File: src/rtl/lsb_mem_ctrl.sv
`default_nettype none
// ============================================================================
// lsb_mem_ctrl : serialises LSB loads and committed stores onto a byte-wide
//                single-port RAM/IO bus, one access in flight at a time.
// Revision     : 1.0
// ============================================================================
module lsb_mem_ctrl #(
  parameter logic [1:0] IO_ADDR_HI = 2'b11
) (
  input  logic        clk,
  input  logic        rst,
  input  logic        rdy,
  input  logic        rollback,
  input  logic        load_store_sgn,
  input  logic [5:0]  load_store_op,
  input  logic [31:0] load_store_addr,
  input  logic        store_req,
  input  logic [5:0]  store_op,
  input  logic [31:0] store_addr,
  input  logic [31:0] store_data,
  output logic        mem_valid,
  output logic [31:0] mem_res,
  output logic        finish_store,
  input  logic [7:0]  mem_din,
  output logic [7:0]  mem_dout,
  output logic [31:0] mem_a,
  output logic        mem_wr,
  input  logic        io_buffer_full
);

  // Opcode values mirror the encoding in defines.v
  localparam logic [5:0] OP_LB  = 6'd10;
  localparam logic [5:0] OP_LH  = 6'd11;
  localparam logic [5:0] OP_LBU = 6'd13;
  localparam logic [5:0] OP_LHU = 6'd14;
  localparam logic [5:0] OP_SB  = 6'd15;
  localparam logic [5:0] OP_SH  = 6'd16;

  typedef enum logic [1:0] {
    S_IDLE  = 2'd0,
    S_LOAD  = 2'd1,
    S_STORE = 2'd2,
    S_ACK   = 2'd3
  } state_t;

  state_t      state_q, state_d;
  logic [2:0]  cnt_q, cnt_d;
  logic [2:0]  size_q, size_d;
  logic        sext_q, sext_d;
  logic [31:0] addr_q, addr_d;
  logic [31:0] data_q, data_d;
  logic [31:0] res_q, res_d;
  logic        valid_q, valid_d;
  logic        fin_q, fin_d;
  logic [7:0]  dout_q, dout_d;
  logic [31:0] a_q, a_d;
  logic        wr_q, wr_d;

  logic [31:0] w_load_word;
  logic [7:0]  w_store_byte;
  logic        w_io_stall;
  logic        w_io_stall_new;

  function automatic logic [2:0] load_size(input logic [5:0] op);
    if (op == OP_LB || op == OP_LBU) return 3'd1;
    if (op == OP_LH || op == OP_LHU) return 3'd2;
    return 3'd4;
  endfunction

  function automatic logic [2:0] store_size(input logic [5:0] op);
    if (op == OP_SB) return 3'd1;
    if (op == OP_SH) return 3'd2;
    return 3'd4;
  endfunction

  assign w_io_stall     = (addr_q[17:16] == IO_ADDR_HI) && io_buffer_full;
  assign w_io_stall_new = (store_addr[17:16] == IO_ADDR_HI) && io_buffer_full;

  // The last byte of a load is taken straight from mem_din on the finishing edge
  always_comb begin
    w_load_word = {mem_din, data_q[23:0]};
    case (size_q)
      3'd1:    w_load_word = sext_q ? {{24{mem_din[7]}}, mem_din}
                                    : {24'b0, mem_din};
      3'd2:    w_load_word = sext_q ? {{16{mem_din[7]}}, mem_din, data_q[7:0]}
                                    : {16'b0, mem_din, data_q[7:0]};
      default: ;
    endcase
  end

  always_comb begin
    case (cnt_q[1:0])
      2'd0:    w_store_byte = data_q[7:0];
      2'd1:    w_store_byte = data_q[15:8];
      2'd2:    w_store_byte = data_q[23:16];
      default: w_store_byte = data_q[31:24];
    endcase
  end

  always_comb begin
    state_d = state_q;
    cnt_d   = cnt_q;
    size_d  = size_q;
    sext_d  = sext_q;
    addr_d  = addr_q;
    data_d  = data_q;
    res_d   = res_q;
    valid_d = 1'b0;
    fin_d   = 1'b0;
    dout_d  = dout_q;
    a_d     = a_q;
    wr_d    = wr_q;

    case (state_q)
      S_IDLE: begin
        if (store_req) begin
          state_d = S_STORE;
          addr_d  = store_addr;
          data_d  = store_data;
          size_d  = store_size(store_op);
          sext_d  = 1'b0;
          if (w_io_stall_new) begin
            wr_d  = 1'b0;
            cnt_d = 3'd0;
          end else begin
            wr_d   = 1'b1;
            a_d    = store_addr;
            dout_d = store_data[7:0];
            cnt_d  = 3'd1;
          end
        end else if (load_store_sgn && !rollback) begin
          state_d = S_LOAD;
          addr_d  = load_store_addr;
          data_d  = 32'b0;
          size_d  = load_size(load_store_op);
          sext_d  = (load_store_op == OP_LB) || (load_store_op == OP_LH);
          wr_d    = 1'b0;
          a_d     = load_store_addr;
          cnt_d   = 3'd1;
        end
      end

      S_LOAD: begin
        if (rollback) begin
          state_d = S_IDLE;
          wr_d    = 1'b0;
          cnt_d   = 3'd0;
        end else begin
          // cnt_q is the index of the current edge since acceptance
          if (cnt_q < size_q) a_d = addr_q + {29'b0, cnt_q};
          case (cnt_q)
            3'd2:    data_d[7:0]   = mem_din;
            3'd3:    data_d[15:8]  = mem_din;
            3'd4:    data_d[23:16] = mem_din;
            default: ;
          endcase
          if (cnt_q == size_q + 3'd1) begin
            res_d   = w_load_word;
            valid_d = 1'b1;
            cnt_d   = 3'd0;
            state_d = S_ACK;
          end else begin
            cnt_d = cnt_q + 3'd1;
          end
        end
      end

      S_STORE: begin
        if (cnt_q == size_q) begin
          wr_d    = 1'b0;
          fin_d   = 1'b1;
          cnt_d   = 3'd0;
          state_d = S_ACK;
        end else if (w_io_stall) begin
          wr_d = 1'b0;
        end else begin
          wr_d   = 1'b1;
          a_d    = addr_q + {29'b0, cnt_q};
          dout_d = w_store_byte;
          cnt_d  = cnt_q + 3'd1;
        end
      end

      default: begin
        state_d = S_IDLE;
      end
    endcase
  end

  always_ff @(posedge clk) begin
    if (!rst) begin
      state_q <= S_IDLE;
      cnt_q   <= 3'd0;
      size_q  <= 3'd0;
      sext_q  <= 1'b0;
      addr_q  <= 32'b0;
      data_q  <= 32'b0;
      res_q   <= 32'b0;
      valid_q <= 1'b0;
      fin_q   <= 1'b0;
      dout_q  <= 8'b0;
      a_q     <= 32'b0;
      wr_q    <= 1'b0;
    end else if (rdy) begin
      state_q <= state_d;
      cnt_q   <= cnt_d;
      size_q  <= size_d;
      sext_q  <= sext_d;
      addr_q  <= addr_d;
      data_q  <= data_d;
      res_q   <= res_d;
      valid_q <= valid_d;
      fin_q   <= fin_d;
      dout_q  <= dout_d;
      a_q     <= a_d;
      wr_q    <= wr_d;
    end
  end

  assign mem_valid    = valid_q;
  assign mem_res      = res_q;
  assign finish_store = fin_q;
  assign mem_dout     = dout_q;
  assign mem_a        = a_q;
  assign mem_wr       = wr_q;

endmodule
`default_nettype wire

File: config.mk
export PLATFORM = sky130hd
export DESIGN_NAME = lsb_mem_ctrl
export DESIGN_NICKNAME = d
export VERILOG_FILES = /design/src/rtl/lsb_mem_ctrl.sv
export SDC_FILE = /design/constraint.sdc
export NUM_CORES = 1
export LEC_CHECK = 0
export BUFFER_PORTS_ARGS = -buffer_cell sky130_fd_sc_hd__buf_2
export CORE_UTILIZATION = 40
export CTS_CLUSTER_SIZE = 8
export DETAILED_ROUTE_END_ITERATION = 10
export HOLD_SLACK_MARGIN = 0.05
export PLACE_DENSITY_LB_ADDON = 0.25
export SYNTH_ARGS = -nofsm -noshare
export SYNTH_HDL_FRONTEND = slang
export SYNTH_SLANG_ARGS = --single-unit
File: constraint.sdc
create_clock -name clk -period 4.3 [get_ports clk]
set_input_delay 0.215 -clock clk [delete_from_list [all_inputs] [get_ports clk]]
set_output_delay 0.215 -clock clk [all_outputs]
set_load 0.02 [all_outputs]
==> results of run 1 <==
[what timing repair did]
| item | CTS | global route |
|---|---|---|
| hold buffers | 8 | 0 |
| setup endpoints to repair | 0 | 0 |
| hold endpoints to repair | 8 | 0 |
| setup buffers | 0 | 0 |
[layout make-up]
cell class	count	area, um^2
tap	265	332
clock buffer	19	453
multi-input combinational	698	4630
clock inverter	13	198
timing repair buffer	218	1160
inverter	15	57.6
sequential	148	2960
fill	1893	9800
[cells in the final DEF, fill, tap and decap left out, drive strengths merged, types with 6 or more instances in the layout]
cell         Yosys  final
o22ai            6      6
a22oi           41     41
nand2           82     82
ha              19     19
a222oi           8      8
mux2i           44     44
xnor2           11     11
o221ai           6      6
nor2b            8      8
clkinv           1      9
nor2           119    119
o21ai           34     34
dfxtp          148    148
a21oi           47     47
inv             14     15
dlygate4sd3      0      8
clkbuf          45     19
buf             33    210
a211oi          88     88
o31ai           17     17
nor4            10     10
nand3           20     20
nand4           26     26
a32o             8      8
o21a             6      6
nor3            14     14
or4             10     10
a311oi          10     10
[logic make-up after synthesis]
logic type | after synthesis | synth area share
AO/OA/AOI/OAI | 301 | 0.271
XOR/XNOR | 14 | 0.0171
adder cells (fa/ha/maj) | 20 | 0.0321
buffers and inverters | 93 | 0.0567
flip-flops | 148 | 0.369
multiplexers | 46 | 0.0576
AND/OR/NAND/NOR | 317 | 0.197
[worst max-delay path, stage by stage, from the launching register on]
cell and delay, ns:
dfxtp_1 0.35, inv_1 0.09, ha_1 0.97, and2b_1 0.36, o21ai_1 0.18, nor3_2 0.81
nor2_1 0.08, a211oi_1 0.24
[state kept, by name (all words and copies together), names as in the netlist]
signal / flops
addr_q: 32
mem_wr: 1
cnt_q: 3
sext_q: 1
mem_a: 32
mem_valid: 1
size_q: 3
data_q: 32
state_q: 2
mem_res: 32
mem_dout: 8
finish_store: 1
[layer usage]
layer / track usage / part of all wire / vias up
li1: - / - / 3870
met1: 0.328 / 0.45 / 3692
met2: 0.396 / 0.46 / 313
met3: 0.0447 / 0.070 / 32
met4: 0.0773 / 0.015 / 0
met5: 0 / 0 / -
[per-stage QoR]
stage | power (W) | instance area [um^2]
finish | 0.00437 | 9790
CTS | 0.00438 | 9790
global placement | 0.00272 | 9060
floorplan | 0.00240 | 8040
detailed placement | 0.00274 | 9060
global route | 0.00458 | 9790
[path summary, 6_finish.rpt]
kind	startpoint	endpoint	cells past startpoint
worst max-delay path	state_q[1]$_SDFFE_PN0P_	data_q[11]$_SDFFE_PN0P_	7
worst min-delay path	mem_din[5]	mem_res[5]$_SDFFE_PN0P_	3
worst max register to register	state_q[1]$_SDFFE_PN0P_	data_q[11]$_SDFFE_PN0P_	7
worst min register to register	mem_a[13]$_SDFFE_PN0P_	mem_a[13]$_SDFFE_PN0P_	1
[power by group through the flow]
| stage | Combinational (W) | Clock (W) | Sequential, W |
|---|---|---|---|
| after global routing | 0.00117 | 0.00173 | 0.00168 |
| after floorplan | 0.000681 | 0 | 0.00172 |
| final | 0.00106 | 0.00164 | 0.00166 |
| after CTS | 0.00106 | 0.00166 | 0.00166 |
| after global placement | 0.00103 | 0 | 0.00169 |
| after detailed placement | 0.00105 | 0 | 0.00169 |
==> flow_summary.yaml, run 1 <==
synthesis:
  syn_nets: 1082
  syn_area_per_cell_um2: 8.56
  syn_area_um2: 8040
  ys_ff_latch: 148
  synth_largest_area_cell: "dfxtp_1"
  syn-instance-count: 939
  synth_ff_type: "dfxtp_1"
  yosys-top-cells-count: "dfxtp_1, nor2_1, a211oi_1"
  ys_warn_count: 0
  synth_top_area_frac: 0.369
  ys_types: 76
  synth-edff-count: 0
  async_reset_ff_frac: 0
  synth_area_leaders: "dfxtp_1, a211oi_1, nor2_1"
  synth.most_common_cell: "dfxtp_1"
  yosysSeqAreaShare: 0.369
global_route:
  antenna_found_initial: 0
  first_global_vias: 7220
  grt.total_usage: 0.245
  grt_max_degree: 76
  grt_pass1_wl_um: 38900
  gr-total-overflow: 0
pwr:
  p_leak_nw: 3.87
  combPwrFrac: 0.243
  pwr-share-clk: 0.376
  p_per_area_nw_per_um2: 446
  p_seq_frac: 0.381
  ir_worst_vdd_v: 0.000323
  swShare: 0.328
  switching_power_w: 0.00143
  p_int_w: 0.00294
routing:
  wirelength_um: 24800
  drt_iter0_drc: 637
  wl_per_cell_um: 18.1
  dr.pass1.iters: 6
  route.detailed.drc: 0
  vias_per_cell: 5.75
  final_antenna_net_count: 0
  num_vias: 7907
layout:
  final_util: 0.500
  finalNonFillerCells: 1376
  drive_gt1_frac: 0.248
  antennaDiodeCount: 0
  fin_nets: 1241
  area_growth_pct: 21.8
sta:
  hold_viol_final: 0
  finalClockSkew_ns: 0.0115
  relSlewSlack: 0.182
  rsz0062_at_grt: "no"
  max_freq_mhz: 314
  setup_tns_ns: 0
  setup_viol: 0
  min_period_ns: 3.19
  finalCritPeriodShare: 0.742
  fin_hold_ws_ns: 0.125
  setup_ws_ns: 1.11
  tightest_slew_ns: 1.23
  slew_violations: 0
critical_path:
  crit_type: "reg2reg"
  critPathMaxFanout: 32
  end_kind: "flip-flop"
  worstPathRequired_ns: 4.64
  critPathLaunchType: "flip-flop"
  reg2reg_slack_ns: 1.11
  arrival_ns: 3.53
clock_network:
  clock_sinks: 148
  clk_latency_ns: 0.43
  cts_tree: "yes"
  clkSlewWorstSetupHoldPaths_ns: 0.06
  htree_num_levels: 4
  clockRootBuffer: "clkbuf_16"
  clk_path_buf_depth: 2
  cts_inserted_buffers: 17
  cts_resized: 0
place:
  place.gp.congestion: 0.852
  port_buffers: 197
  hpwl_um: 17500
  dp_slack_ns: 1.11
  dp.cells: 1336
floorplanning:
  die-area_um2: 20700
  num_rows: 51
  initial_core_util: 0.410
  dieHeight_um: 144
  die_w_um: 144
  io_pins: 198
  coreArea_um2: 19600
run_status:
  status: "completed"
job:
  drv_cap: 0
min_path:
  hold_class: "in2reg"
(Power assumes the default switching activity.)
==> run 2, diff against run 1 <==
==> constraint.sdc (replaced) <==
create_clock -name clk -period 3.1 [get_ports clk]
set_input_delay 0.155 -clock clk [delete_from_list [all_inputs] [get_ports clk]]
set_output_delay 0.155 -clock clk [all_outputs]
set_load 0.02 [all_outputs]
==> run 2 against run 1 <==
Against the previous run:
- critical path type unchanged
- critical path depth down 1
- largest cell class unchanged
- routed wire length up 1.4%
- die area unchanged
==> flow_summary.yaml, run 2 (synthesis results as in run 1) <==
sta:
  max_freq_mhz: 372
  slew_violations: 0
  rsz0062_at_grt: "no"
  finalCritPeriodShare: 0.867
  hold_viol_final: 0
  setup_viol: 0
  tightest_slew_ns: 1.03
  min_period_ns: 2.69
  relSlewSlack: 0.314
  setup_tns_ns: 0
  finalClockSkew_ns: 0.0109
layout:
  fin_nets: 1254
  final_common_cell: "buf_2"
  area_growth_pct: 22.8
  final_util: 0.504
  final_cell_mix: "buf_2, dfxtp_1, nor2_1, a211oi_1, nand2_1"
  final-seq-area_um2: 2960
  multi_input_area_um2: 4630
  antennaDiodeCount: 0
  fill_cells: 1915
  drive_gt1_frac: 0.256
floorplanning:
  die_w_um: 144
  initial_core_util: 0.410
  io_pins: 198
  num_rows: 51
  die-area_um2: 20700
  coreArea_um2: 19600
  dieHeight_um: 144
min_path:
  hold_class: "in2reg"
pwr:
  p_per_area_nw_per_um2: 603
  p_total_w: 0.00595
  p_leak_nw: 3.91
  ir_worst_vdd_v: 0.000401
routing:
  final_antenna_net_count: 0
  wl_per_cell_um: 18.1
  num_vias: 7984
  route.detailed.drc: 0
  wirelength_um: 25200
  drt_iter0_drc: 630
  dr.pass1.iters: 6
  vias_per_cell: 5.75
clock_network:
  cts_setup_buffers: 0
  cts_inserted_buffers: 17
  clk_latency_ns: 0.43
  clkSlewWorstSetupHoldPaths_ns: 0.07
  htree_num_levels: 4
  clock_sinks: 148
  cts_tree: "yes"
  clk_path_buf_depth: 2
  cts_resized: 0
  cts_hold_buffers: 9
  clockRootBuffer: "clkbuf_16"
global_route:
  grt_max_degree: 121
  antenna_found_initial: 0
  grt_pass1_wl_um: 38600
  gr-total-overflow: 0
  first_global_vias: 7067
  grt.total_usage: 0.242
critical_path:
  critPathLaunchType: "flip-flop"
  crit_type: "reg2reg"
  arrival_ns: 3.04
  reg2reg_slack_ns: 0.41
  worstPathRequired_ns: 3.46
  end_kind: "flip-flop"
  critPathMaxFanout: 13
place:
  hpwl_um: 17900
  place.gp.congestion: 0.836
  port_buffers: 197
job:
  drv_cap: 0
run_status:
  status: "completed"
run 2: cell types whose count changed in the layout (fill, tap and decap cells not counted), moves of 2 or more:
cell        previous run  this run
inv_6                  1         5
buf_4                 13        23
buf_12                 0         2
bufinv_16              4         2
clkinv_4               6         1
clkinvlp_4             0         4
run 2: final timing paths:
check,start,endpoint,cells past startpoint
min reg2reg,mem_res[31]$_SDFFE_PN0P_,mem_res[31]$_SDFFE_PN0P_,2
max,cnt_q[1]$_SDFFE_PN0P_,mem_a[31]$_SDFFE_PN0P_,6
max reg2reg,cnt_q[1]$_SDFFE_PN0P_,mem_a[31]$_SDFFE_PN0P_,6
min,mem_din[5],mem_res[5]$_SDFFE_PN0P_,3
run 2: critical path: stages (launching register included):
cell and delay, ns:
dfxtp_1 0.51, ha_1 0.30, nor2b_1 0.13, o21a_1 0.18, o31a_1 0.44, or4_1 0.80
o221ai_2 0.26
run 2: through the flow:
stage,cells,cell area (um^2),setup WS [ns],hold WS (ns)
finish,1389,9870,0.412,0.0708
global route,1389,9870,0.235,0.0753
detailed placement,1348,9180,0.434,0.398
CTS,1389,9870,0.422,0.0529
floorplan,939,8040,0.869,0.303
global placement,1348,9180,0.470,0.393
run 2: power by group:
group | switching, W | internal [W]
logic | 0.000921 | 0.000588
registers | 0.000202 | 0.00211
clock network | 0.000901 | 0.00123
run 2: layout make-up:
| class | count | area share |
|---|---|---|
| well taps | 265 | 0.0336 |
| clock buffers | 18 | 0.0445 |
| clock inverters | 14 | 0.0167 |
| repair buffers | 231 | 0.131 |
| inverters | 15 | 0.00583 |
| flip-flops and latches | 148 | 0.300 |
| multi-input cells | 698 | 0.469 |
run 2: metal layers:
layer  vias to the layer above  global-route usage  part of all wire
met2                       318               0.395              0.47
met4                         0              0.0487             0.011
met3                        26              0.0467             0.070
li1                       3906                   -                 -
met1                      3734               0.331              0.45
met5                         -                   0                 0
==> run 3, diff against run 2 <==
--- a/config.mk
+++ b/config.mk
@@ -6,7 +6,11 @@
 export NUM_CORES = 1
 export LEC_CHECK = 0
 export BUFFER_PORTS_ARGS = -buffer_cell sky130_fd_sc_hd__buf_2
-export CORE_UTILIZATION = 40
+export CELL_PAD_IN_SITES_DETAIL_PLACEMENT = 0
+export CELL_PAD_IN_SITES_GLOBAL_PLACEMENT = 2
+export CORE_MARGIN = 2
+export CORE_UTILIZATION = 31
+export CTS_CLUSTER_DIAMETER = 150
 export CTS_CLUSTER_SIZE = 8
 export DETAILED_ROUTE_END_ITERATION = 10
 export HOLD_SLACK_MARGIN = 0.05
==> run 3 against run 2 <==
Against the previous run:
- global-route usage shrank 3.6 points
- total power increased by 1.0%
- combinational power increased by 3%
- clock skew about the same
- critical endpoint is now mem_a[27]$_SDFFE_PN0P_
- sequential cell count is the same
- critical path depth up 1
- highest routed layer unchanged
- non-clock buffer count increased by 4
==> flow_summary.yaml, run 3 (synthesis results as in run 1) <==
layout:
  fin_nets: 1258
  final_util: 0.395
  final_cell_area_um2: 10000
  drive_gt1_frac: 0.260
  antennaDiodeCount: 0
  final_cell_mix: "buf_2, dfxtp_1, nor2_1, a211oi_1, nand2_1"
  fill_cells: 2641
  multi_input_area_um2: 4630
  area_growth_pct: 24.4
  finalNonFillerCells: 1458
  final_common_cell: "buf_2"
  final-seq-area_um2: 2960
clock_network:
  cts_resized: 0
  clkSlewWorstSetupHoldPaths_ns: 0.07
  clockRootBuffer: "clkbuf_16"
  cts_tree: "yes"
  clock_sinks: 148
  clk_path_buf_depth: 2
  clk_latency_ns: 0.43
  cts_inserted_buffers: 17
  htree_num_levels: 4
sta:
  rsz0062_at_grt: "no"
  tightest_slew_ns: 1.15
  max_freq_mhz: 366
  finalClockSkew_ns: 0.0110
  relSlewSlack: 0.233
  min_period_ns: 2.73
  hold_viol_final: 0
  setup_viol: 0
  setup_tns_ns: 0
  slew_violations: 0
  finalCritPeriodShare: 0.881
pwr:
  p_per_area_nw_per_um2: 601
  switching_power_w: 0.00204
  combPwrFrac: 0.257
  swShare: 0.340
  p_total_w: 0.00602
  pwr-share-clk: 0.359
  p_int_w: 0.00397
  p_seq_frac: 0.384
  ir_worst_vdd_v: 0.000304
  p_leak_nw: 3.94
global_route:
  gr-total-overflow: 0
  grt_max_degree: 100
  antenna_found_initial: 0
  grt_pass1_wl_um: 43000
  grt.total_usage: 0.206
  first_global_vias: 7572
floorplanning:
  num_rows: 58
  initial_core_util: 0.317
  die-area_um2: 27200
  coreArea_um2: 25300
  die_w_um: 165
  dieHeight_um: 165
  io_pins: 198
routing:
  final_antenna_net_count: 0
  drt_iter0_drc: 500
  wirelength_um: 28100
  num_vias: 7932
  vias_per_cell: 5.44
  dr.pass1.iters: 5
  wl_per_cell_um: 19.2
  route.detailed.drc: 0
critical_path:
  critPathLaunchType: "flip-flop"
  end_kind: "flip-flop"
  worstPathRequired_ns: 3.46
  critPathMaxFanout: 13
  arrival_ns: 3.09
  crit_type: "reg2reg"
place:
  dp.cells: 1417
  placed_cell_area_um2: 9300
  place.gp.congestion: 0.805
  hpwl_um: 20500
  port_buffers: 197
job:
  drv_cap: 0
run_status:
  status: "completed"
min_path:
  hold_class: "in2reg"
## run 3: per-layer routing
layer / part of all wire / track usage / up-vias
met3: 0.055 / 0.0329 / 37
met2: 0.46 / 0.332 / 238
met5: 0 / 0 / -
met4: 0.017 / 0.0617 / 0
li1: - / - / 3901
met1: 0.47 / 0.283 / 3756
## run 3: cell type report
| type | instances | share of cell area |
|---|---|---|
| clock inverters | 12 | 0.0144 |
| inverters | 15 | 0.00575 |
| clock buffers | 20 | 0.0467 |
| multi-input cells | 698 | 0.463 |
| well taps | 330 | 0.0413 |
| repair buffers | 235 | 0.133 |
| flip-flops and latches | 148 | 0.296 |
## run 3: critical path, cell delays in order (launching register included)
cell      delay [ns]
dfxtp_1         0.45
inv_1           0.12
ha_1            0.35
nand3_1         0.16
a21boi_1        0.12
or2_2           0.45
or4_1           0.75
o221ai_2        0.26
## run 3: what timing repair did
item / 4_1_cts / 5_1_grt
buffers inserted: 0 / 0
hold endpoints to repair: 9 / 0
hold buffers: 9 / 0
## run 3: through the flow
step	setup WS, ns	hold slack, ns
after global routing	0.197	0.0721
after floorplan	0.869	0.303
after CTS	0.403	0.0537
after global placement	0.471	0.394
after detailed placement	0.417	0.398
final	0.370	0.0674
## run 3: final timing paths
path,start,to,slack (ns),cells past startpoint
hold / removal,mem_din[3],mem_res[3]$_SDFFE_PN0P_,0.07,3
setup reg to reg,cnt_q[0]$_SDFFE_PN0P_,mem_a[27]$_SDFFE_PN0P_,0.37,7
setup / recovery,cnt_q[0]$_SDFFE_PN0P_,mem_a[27]$_SDFFE_PN0P_,0.37,7
hold reg to reg,mem_a[30]$_SDFFE_PN0P_,mem_a[30]$_SDFFE_PN0P_,0.47,1
## run 3: power by group through the flow
stage	clock network [W]	logic, W	registers, W
finish	0.00216	0.00155	0.00231
detailed placement	0	0.00154	0.00235
floorplan	0	0.000944	0.00239
CTS	0.00220	0.00156	0.00231
global placement	0	0.00153	0.00235
global route	0.00229	0.00171	0.00234
